===== src/rtl/syscall_responder.sv =====
// Console-device responder for CPU syscalls: print_int, print_string, print_char and exit.
// Holds busy while a service is in progress so the pipeline stalls until it completes.
module syscall_responder #(
    parameter int unsigned MAX_STR_LEN = 256
) (
    input  logic        clock_i,
    input  logic        reset_i,
    input  logic        syscall_valid_i,
    input  logic [31:0] syscall_funct_i,
    input  logic [31:0] syscall_param_i,
    output logic        busy_o,
    output logic [7:0]  out_data_o,
    output logic        out_valid_o,
    input  logic        out_ready_i,
    output logic        mem_req_o,
    output logic [31:0] mem_addr_o,
    input  logic        mem_ack_i,
    input  logic [7:0]  mem_rdata_i,
    output logic        halted_o,
    output logic [31:0] exit_code_o
);

    localparam logic [31:0] FnPrintInt  = 32'd1;
    localparam logic [31:0] FnPrintStr  = 32'd4;
    localparam logic [31:0] FnExit      = 32'd10;
    localparam logic [31:0] FnPrintChar = 32'd11;
    localparam logic [31:0] FnExit2     = 32'd17;

    typedef enum logic [2:0] {
        StIdle,
        StChar,
        StIntSign,
        StIntCalc,
        StIntEmit,
        StStrReq,
        StStrEmit,
        StHalt
    } state_e;

    state_e      state_q, state_d;
    logic [7:0]  out_data_q, out_data_d;
    logic [31:0] ptr_q, ptr_d;
    logic [31:0] count_q, count_d;
    logic [31:0] mag_q, mag_d;
    logic [3:0]  pow_idx_q, pow_idx_d;
    logic [3:0]  digit_q, digit_d;
    logic        started_q, started_d;
    logic        halted_q, halted_d;
    logic [31:0] exit_code_q, exit_code_d;
    logic [31:0] pow_val;

    function automatic logic [31:0] pow10(input logic [3:0] idx);
        logic [31:0] v;
        case (idx)
            4'd0:    v = 32'd1;
            4'd1:    v = 32'd10;
            4'd2:    v = 32'd100;
            4'd3:    v = 32'd1000;
            4'd4:    v = 32'd10000;
            4'd5:    v = 32'd100000;
            4'd6:    v = 32'd1000000;
            4'd7:    v = 32'd10000000;
            4'd8:    v = 32'd100000000;
            4'd9:    v = 32'd1000000000;
            default: v = 32'd1;
        endcase
        return v;
    endfunction

    assign pow_val = pow10(pow_idx_q);

    always_comb begin
        state_d     = state_q;
        out_data_d  = out_data_q;
        ptr_d       = ptr_q;
        count_d     = count_q;
        mag_d       = mag_q;
        pow_idx_d   = pow_idx_q;
        digit_d     = digit_q;
        started_d   = started_q;
        halted_d    = halted_q;
        exit_code_d = exit_code_q;

        unique case (state_q)
            StIdle: begin
                if (syscall_valid_i) begin
                    case (syscall_funct_i)
                        FnPrintChar: begin
                            out_data_d = syscall_param_i[7:0];
                            state_d    = StChar;
                        end
                        FnPrintInt: begin
                            // Two's-complement magnitude; 0x80000000 maps to 2147483648.
                            mag_d     = syscall_param_i[31] ? (~syscall_param_i + 32'd1)
                                                            : syscall_param_i;
                            pow_idx_d = 4'd9;
                            digit_d   = 4'd0;
                            started_d = 1'b0;
                            if (syscall_param_i[31]) begin
                                out_data_d = 8'h2D;
                                state_d    = StIntSign;
                            end else begin
                                state_d = StIntCalc;
                            end
                        end
                        FnPrintStr: begin
                            ptr_d   = syscall_param_i;
                            count_d = 32'd0;
                            state_d = StStrReq;
                        end
                        FnExit: begin
                            halted_d    = 1'b1;
                            exit_code_d = 32'd0;
                            state_d     = StHalt;
                        end
                        FnExit2: begin
                            halted_d    = 1'b1;
                            exit_code_d = syscall_param_i;
                            state_d     = StHalt;
                        end
                        default: ;
                    endcase
                end
            end
            StChar: begin
                if (out_ready_i) state_d = StIdle;
            end
            StIntSign: begin
                if (out_ready_i) state_d = StIntCalc;
            end
            StIntCalc: begin
                if (mag_q >= pow_val) begin
                    mag_d   = mag_q - pow_val;
                    digit_d = digit_q + 4'd1;
                end else if (digit_q != 4'd0 || started_q || pow_idx_q == 4'd0) begin
                    out_data_d = 8'h30 + {4'h0, digit_q};
                    state_d    = StIntEmit;
                end else begin
                    // Leading zero: skip straight to the next power.
                    pow_idx_d = pow_idx_q - 4'd1;
                end
            end
            StIntEmit: begin
                if (out_ready_i) begin
                    started_d = 1'b1;
                    digit_d   = 4'd0;
                    if (pow_idx_q == 4'd0) begin
                        state_d = StIdle;
                    end else begin
                        pow_idx_d = pow_idx_q - 4'd1;
                        state_d   = StIntCalc;
                    end
                end
            end
            StStrReq: begin
                if (mem_ack_i) begin
                    if (mem_rdata_i == 8'h00 || count_q >= MAX_STR_LEN) begin
                        state_d = StIdle;
                    end else begin
                        out_data_d = mem_rdata_i;
                        state_d    = StStrEmit;
                    end
                end
            end
            StStrEmit: begin
                if (out_ready_i) begin
                    count_d = count_q + 32'd1;
                    // Stop at the limit without issuing another read.
                    if (count_q + 32'd1 >= MAX_STR_LEN) begin
                        state_d = StIdle;
                    end else begin
                        ptr_d   = ptr_q + 32'd1;
                        state_d = StStrReq;
                    end
                end
            end
            StHalt: ;
            default: state_d = StIdle;
        endcase
    end

    always_ff @(posedge clock_i) begin
        if (reset_i) begin
            state_q     <= StIdle;
            out_data_q  <= 8'h00;
            ptr_q       <= 32'd0;
            count_q     <= 32'd0;
            mag_q       <= 32'd0;
            pow_idx_q   <= 4'd0;
            digit_q     <= 4'd0;
            started_q   <= 1'b0;
            halted_q    <= 1'b0;
            exit_code_q <= 32'd0;
        end else begin
            state_q     <= state_d;
            out_data_q  <= out_data_d;
            ptr_q       <= ptr_d;
            count_q     <= count_d;
            mag_q       <= mag_d;
            pow_idx_q   <= pow_idx_d;
            digit_q     <= digit_d;
            started_q   <= started_d;
            halted_q    <= halted_d;
            exit_code_q <= exit_code_d;
        end
    end

    assign busy_o      = (state_q != StIdle);
    assign out_valid_o = (state_q == StChar) || (state_q == StIntSign) ||
                         (state_q == StIntEmit) || (state_q == StStrEmit);
    assign out_data_o  = out_data_q;
    assign mem_req_o   = (state_q == StStrReq);
    assign mem_addr_o  = ptr_q;
    assign halted_o    = halted_q;
    assign exit_code_o = exit_code_q;

endmodule

===== config.mk =====
export PLATFORM = sky130hd
export DESIGN_NAME = syscall_responder
export DESIGN_NICKNAME = d
export VERILOG_FILES = /design/src/rtl/syscall_responder.sv
export SDC_FILE = /design/constraint.sdc
export NUM_CORES = 1
export LEC_CHECK = 0
export ABC_AREA = 1
export CAP_MARGIN = 20
export CORE_ASPECT_RATIO = 1.4
export CORE_UTILIZATION = 51
export DETAILED_ROUTE_END_ITERATION = 6
export GPL_TIMING_DRIVEN = 0
export PLACE_DENSITY = 0.77
export SYNTH_ARGS = -nofsm -noshare
export SYNTH_HDL_FRONTEND = slang
export SYNTH_SLANG_ARGS = --single-unit

===== constraint.sdc =====
create_clock -name clock_i -period 2.7 [get_ports clock_i]
set_clock_uncertainty 0.05 [all_clocks]
set_input_delay 0.27 -clock clock_i [delete_from_list [all_inputs] [get_ports clock_i]]
set_output_delay 0.27 -clock clock_i [all_outputs]
set_load 0.01 [all_outputs]

==> results_dict.tcl, run 1 <==
set metrics [dict create \
    placed_cell_area_um2 13950 \
    final_hold_vios 0 \
    finalCriticalPeriod_ns 2.887 \
    share_of_the_yosys_chip_area_belonging_to_registers_pct 28.57 \
    starting_drc_count_in_detailed_routing 1230 \
    row_count 66 \
    cpMaxStageDelayCell "ha_1" \
    p_comb_share_pct 60.9 \
    clkSinkCount 172 \
    power.sequential.fraction_pct 22.1 \
    netSwitchingFraction_pct 48.53 \
    cts.root.buffer_cell "clkbuf_16" \
    area_of_the_die_um2 24260 \
    layout.nets 2311 \
    count_of_placed_standard_cells_in_the_final_layout_fillers_left_out 2508 \
    detail_route.vias_per_cell 5.768 \
    crit_path_max_incr_delay_ns 0.37 \
    status "finished, violations left" \
    cell_chain_critical_path "inv_1, ha_1, nand2_1, nor2_1, inv_1, nor2_2, nand3_1, nand3_1, nand2_2, nand2_2, nand2_4, nand2_4, buf_6, nand2_8, nand3_4, clkinv_4, buf_6, nand3_2, nand2_1" \
    grt_pass1_wl_um 70090 \
    finalMaxSlewViolations 0 \
    insertion_delay_ns 0.46 \
    initial_core_util_pct 51.94 \
    number_of_global_route_vias_before_repair 13350 \
    route.detailed.wl_per_inst_um 19.07 \
    area_growth_syn_to_layout_pct 30.63 \
    timing.critical_path.from_type "flop" \
    cap_viol_max_count 0 \
    buffer_ports.inserted 151 \
    synthXorXnorAreaFrac_pct 3.488 \
    post-route-util_pct 67.85 \
    setup-tns-final_ns -2.597 \
    grt_start_max_net_pins 17 \
    yosys_most_used_dff "dfxtp_1" \
    htree_num_levels 4 \
    setup_viol 25 \
    total_leakage_power_nw 6.598 \
    ir_drop_uv 751.1 \
    power.density_nw_per_um2 996.4 \
    cts_hold_repair.buffers 0 \
    int_power_mw 8.074 \
    cell_family_contributing_the_most_delay_on_the_critical_path "simple AND/OR/NAND/NOR gates" \
    cts_tree "built" \
    globalRouteTotalUtil_pct 37.23 \
    drt_wl_total_um 47830 \
    post-route-cell-area_um2 15750 \
    unrepaired_setup_endpoints_after_global_routing "true" \
    globalRouteOverflowTotal 0 \
    synthesis.nets 2100 \
    residual_antenna_violating_net_count_after_detailed_routing 0 \
    worst_setup_path_end_kind "flop" \
    synth-simple-area-share_pct 37.44 \
    synth_cells 1979 \
    dpl.hpwl_um 35140 \
    criticalPathCategory "flop to flop" \
    async_flop_share_pct 0 \
    proportion_of_power_drawn_by_the_clock_network_pct 16.9 \
    worst_ep_arrival_time_ns 3.18 \
    worst_slew_slack_as_a_fraction_of_its_limit_pct 38.36 \
    total_switching_power_mw 7.614 \
    ys_types 52 \
    violations_in_the_final_reports "DRC, setup timing" \
    grt_antenna_before_repair 0 \
    synth.yosys.warnings 0 \
    synth.avg_cell_area_um2 6.090 \
    firstDrtPassIters 7 \
    worst-slew-pin-transition_ns 0.9211 \
    vias 14470 \
    cts_buffers 17 \
    die_boundary_width_um 131.9 \
    synth_top_family_by_area "simple AND/OR/NAND/NOR gates" \
    fraction_of_the_mapped_netlist_area_in_compound_gates_pct 16.45 \
    floorplan.die.height_um 183.9 \
    synth_mux_area_share_pct 0.1661 \
    drc 4 \
    synth_fa_ha_area_share_pct 4.630 \
    cp_data_required_time_ns 3.00 \
    finalPower_mw 15.69 \
    io-pin-count 153 \
    path_clk_slew_ns 0.07 \
    clock.fmax_mhz 346.4 \
    number_of_synthesized_register_bits 172 \
    fin_crit_sh_pct 106.9 \
    cp.buffers_inverters 5 \
    fin_worst_hold_slack_ns 0.1990 \
    cts_max_path_buffers 2 \
    post-place-cells 2436 \
    core_footprint_um2 23200 \
    antenna-diode-count 0 \
    finalWorstSetupSlack_ns -0.1867 \
    gp_congestion 0.9829 \
    timing.critical_path.fanout_max 7 \
    syn_area_um2 12050 \
    hold_class "primary input to flop" \
    post-place-ws_ns -0.7286 \
    drive_above_1_share_pct 11.90 \
    synth_enable_flop_cells 0 \
]
[tightest hold or removal path, delay by kind of cell]
kind	cells	cell delay [ns]
AO/OA/AOI/OAI	1	0.07
buffers and inverters	1	0.20
AND/OR/NAND/NOR	1	0.12
[Yosys cell counts (2+ instances only)]
library cell	count	area, um2
a21oi_1	177	885.9
or2_1	2	12.51
nand3_1	135	675.7
a31oi_1	19	118.9
or2_2	10	62.56
nor2_4	3	33.78
mux2i_1	2	20.02
ha_1	43	538.0
buf_2	12	60.06
o21a_1	7	52.55
clkbuf_1	41	153.9
nor4_1	13	81.33
buf_1	8	30.03
o21bai_1	3	22.52
dfxtp_1	172	3443
a211oi_1	4	30.03
xnor2_1	13	113.9
o21ai_0	126	630.6
a221oi_1	4	35.03
nand3b_1	13	97.59
xor2_1	35	306.5
nand2_4	2	22.52
inv_2	4	15.01
a21boi_0	3	22.52
o22ai_1	2	12.51
inv_1	219	822.0
nand4_1	34	212.7
buf_6	2	22.52
o211ai_1	4	30.03
o32ai_1	2	17.52
nor2_1	266	998.5
nand2_1	525	1971
nor3_1	31	155.2
nand2_2	4	25.02
nand3_2	5	50.05
a21o_1	7	52.55
a32oi_1	2	17.52
nor2_2	11	68.82
[cells by family (layout without fill, tap and decap cells)]
kind of cell             count (synthesis)  in the layout
XOR/XNOR                                48             48
flip-flops                             172            172
AO/OA/AOI/OAI                          367            367
AND/OR/NAND/NOR                       1058           1059
adder cells (fa/ha/maj)                 44             44
multiplexers                             2              2
buffers and inverters                  288            510
[flip-flops by register name (all words and copies together), names as in the netlist]
signal	cells
out_data_o	8
digit_q	4
mag_q	32
pow_idx_q	4
count_q	32
pow_val	23
state_q	3
exit_code_o	32
started_q	1
halted_o	1
mem_addr_o	32
[final timing paths]
path              slack (ns)                start         endpoint  cells past startpoint
setup / recovery       -0.19          pow_val[14]      pow_val[19]                     19
hold / removal          0.20  syscall_param_i[11]  exit_code_o[11]                      3
setup reg to reg       -0.19          pow_val[14]      pow_val[19]                     19
hold reg to reg         0.40             halted_o         halted_o                      2
[power by group through the flow]
stage	Combinational, mW	Clock, mW	Sequential, mW
2_1_floorplan	5.24	0	3.45
6_report	9.56	2.65	3.47
3_3_place_gp	7.49	0	3.46
4_1_cts	8.32	2.65	3.43
5_1_grt	10.3	2.76	3.52
3_5_place_dp	7.58	0	3.46
[cell usage in the layout, fill, tap and decap left out, types with 18 or more instances in the layout]
cell type,count
nor2_1,247
nor3_1,28
clkbuf_16,18
nor2_4,19
xor2_1,35
dfxtp_1,151
a31oi_1,19
a21oi_1,163
inv_1,211
o21ai_0,116
nand2_1,505
ha_1,24
dfxtp_2,19
clkbuf_1,37
clkdlybuf4s50_1,151
nand3_1,118
buf_4,33
nand4_1,34
[routing by layer]
metal	vias up	track usage [%]	part of all wire, %
met4	0	25.16	7.1
met3	192	5.183	6.6
met5	-	0	0
met1	6670	40.56	36
li1	6901	-	-
met2	702	67.01	50
[final cells by class]
| cell class | instances | area, um2 |
|---|---|---|
| sequential | 172 | 3475 |
| inverter | 224 | 862.1 |
| clock buffer | 19 | 452.9 |
| tap | 306 | 382.9 |
| clock inverter | 12 | 163.9 |
| timing repair buffer | 192 | 1883 |
| multi-input combinational | 1520 | 8213 |
| buffer | 63 | 312.8 |
| fill | 2058 | 7460 |
[repair_timing]
item	in CTS	in global routing
setup endpoints to repair	103	100
resized for setup	87	138
setup buffers	16	24
hold endpoints to repair	0	0
gates cloned	0	2
pin swaps	18	33
No activity file was read; power rests on OpenSTA's default activity.
==> run 2, diff against run 1 <==
CTS_CLUSTER_SIZE = 12   (was unset)
==> results of run 2 <==
The final DEF is identical to that of run 1; final timing and power are the same.
==> run 3, diff against run 2 <==
CORE_MARGIN = 2   (was unset)
TNS_END_PERCENT = 1   (was unset)
==> results_dict.tcl, run 3 (synthesized netlist as in run 1, its figures left out) <==
set metrics [dict create \
    commonest_non_fill_non_tap_cell_in_the_layout "nand2_1" \
    initial_core_util_pct 51.94 \
    worst_setup_path_end_kind "flop" \
    fin_worst_hold_slack_ns 0.1882 \
    setup_viol 1 \
    status "finished, violations left" \
    clkSinkCount 172 \
    cp_data_required_time_ns 3.06 \
    htree_num_levels 4 \
    drive_above_1_share_pct 10.06 \
    cts_hold_repair.buffers 0 \
    criticalPathCategory "flop to flop" \
    timing.critical_path.fanout_max 7 \
    residual_antenna_violating_net_count_after_detailed_routing 0 \
    cts_buffers 17 \
    worst-slew-pin-transition_ns 0.8060 \
    met2_usage_pct 63.75 \
    firstDrtPassIters 6 \
    core_footprint_um2 23200 \
    post-route-util_pct 66.10 \
    io-pin-count 153 \
    grt_util_met1_pct 40.70 \
    die_boundary_width_um 133.9 \
    vias 14190 \
    insertion_delay_ns 0.46 \
    ir_drop_uv 768.8 \
    gp_congestion 1.007 \
    drc 0 \
    cts_max_path_buffers 2 \
    cap_viol_max_count 0 \
    detail_route.vias_per_cell 5.711 \
    globalRoute.busiestLayer "met2" \
    starting_drc_count_in_detailed_routing 1185 \
    final_hold_vios 0 \
    violations_in_the_final_reports "setup timing" \
    worst_slew_slack_as_a_fraction_of_its_limit_pct 46.27 \
    finalMaxSlewViolations 0 \
    drt_wl_total_um 46240 \
    layout.nets 2286 \
    worst_ep_arrival_time_ns 3.07 \
    cts.root.buffer_cell "clkbuf_16" \
    buffer_ports.inserted 151 \
    number_of_global_route_vias_before_repair 13270 \
    total_leakage_power_nw 6.462 \
    globalRouteTotalUtil_pct 36.01 \
    clock.fmax_mhz 368.8 \
    grt_start_max_net_pins 19 \
    fin_crit_sh_pct 100.4 \
    cts_tree "built" \
    path_clk_slew_ns 0.08 \
    finalWorstSetupSlack_ns -0.01163 \
    row_count 66 \
    unrepaired_setup_endpoints_after_global_routing "true" \
    hold_class "primary input to flop" \
    floorplan.die.height_um 185.9 \
    grt_pass1_wl_um 69640 \
    global_route.usage.met3_pct 5.447 \
    globalRouteOverflowTotal 0 \
    grt_antenna_before_repair 1 \
    timing.critical_path.from_type "flop" \
    power.density_nw_per_um2 1002 \
    area_growth_syn_to_layout_pct 27.26 \
    antenna-diode-count 0 \
    finalCriticalPeriod_ns 2.712 \
    dpl.hpwl_um 35770 \
    route.detailed.wl_per_inst_um 18.61 \
    area_of_the_die_um2 24900 \
    most-common-layout-cells "nand2_1 (510), nor2_1 (248), inv_1 (211)" \
]
==> run 3: final cells by class <==
| type | instances | area [um2] |
|---|---|---|
| Multi-Input combinational cell | 1519 | 8112 |
| Fill cell | 2112 | 7866 |
| Sequential cell | 172 | 3467 |
| Timing Repair Buffer | 167 | 1632 |
| Inverter | 224 | 852.1 |
| Clock buffer | 17 | 425.4 |
| Tap cell | 306 | 382.9 |
| Buffer | 64 | 295.3 |
| Clock inverter | 15 | 172.7 |
==> run 3: layer usage <==
| metal | up-vias | part of all wire, % |
|---|---|---|
| li1 | 6839 | - |
| met1 | 6502 | 38 |
| met2 | 655 | 49 |
| met3 | 189 | 6.5 |
| met4 | 2 | 6.5 |
| met5 | - | 0.0087 |
==> run 3: worst paths after layout <==
check	start	end	slack (ns)	cells after the start
worst min-delay path	syscall_param_i[11]	exit_code_o[11]	0.19	3
worst max register to register	pow_val[23]	pow_val[8]	-0.01	18
worst max-delay path	pow_val[23]	pow_val[8]	-0.01	18
worst min register to register	halted_o	halted_o	0.41	2
==> run 3: power by group <==
group | internal [mW] | total, mW | switching, mW
registers | 3.03 | 3.48 | 0.454
logic | 3.43 | 9.31 | 5.89
clock network | 1.32 | 2.57 | 1.24
total | 7.78 | 15.4 | 7.58
==> run 3: metrics by stage <==
stage               power [mW]  std cells  area, um2  setup slack [ns]  setup TNS [ns]
floorplan                8.683       1979      12060          0.006088               0
global placement         11.00       2436      13950           -0.6677          -41.10
detailed placement       11.10       2436      13950           -0.6969          -45.73
CTS                      14.17       2473      14820          -0.05115        -0.09175
global route             16.29       2484      15340           -0.1131          -1.178
finish                   15.36       2484      15340          -0.01163        -0.01163
==> run 3: worst max-delay path, stage by stage (launching register included) <==
cell     delay (ns)
dfxtp_1        0.32
inv_2          0.12
ha_4           0.24
a21oi_2        0.21
o21ai_1        0.15
a21oi_2        0.18
nor2_2         0.07
nor2_4         0.21
nand2_4        0.11
nand2_8        0.10
nand2_4        0.07
nand2_1        0.10
nand3_4        0.14
inv_2          0.13
ha_2           0.19
inv_1          0.04
nand2_1        0.07
nand3_1        0.08
nand2_1        0.06
==> run 3: what timing repair did <==
item	4_1_cts	5_1_grt
buffers inserted	5	11
setup endpoints to repair	102	106
resized for setup	62	113
gates cloned	0	0
pin swaps	9	19
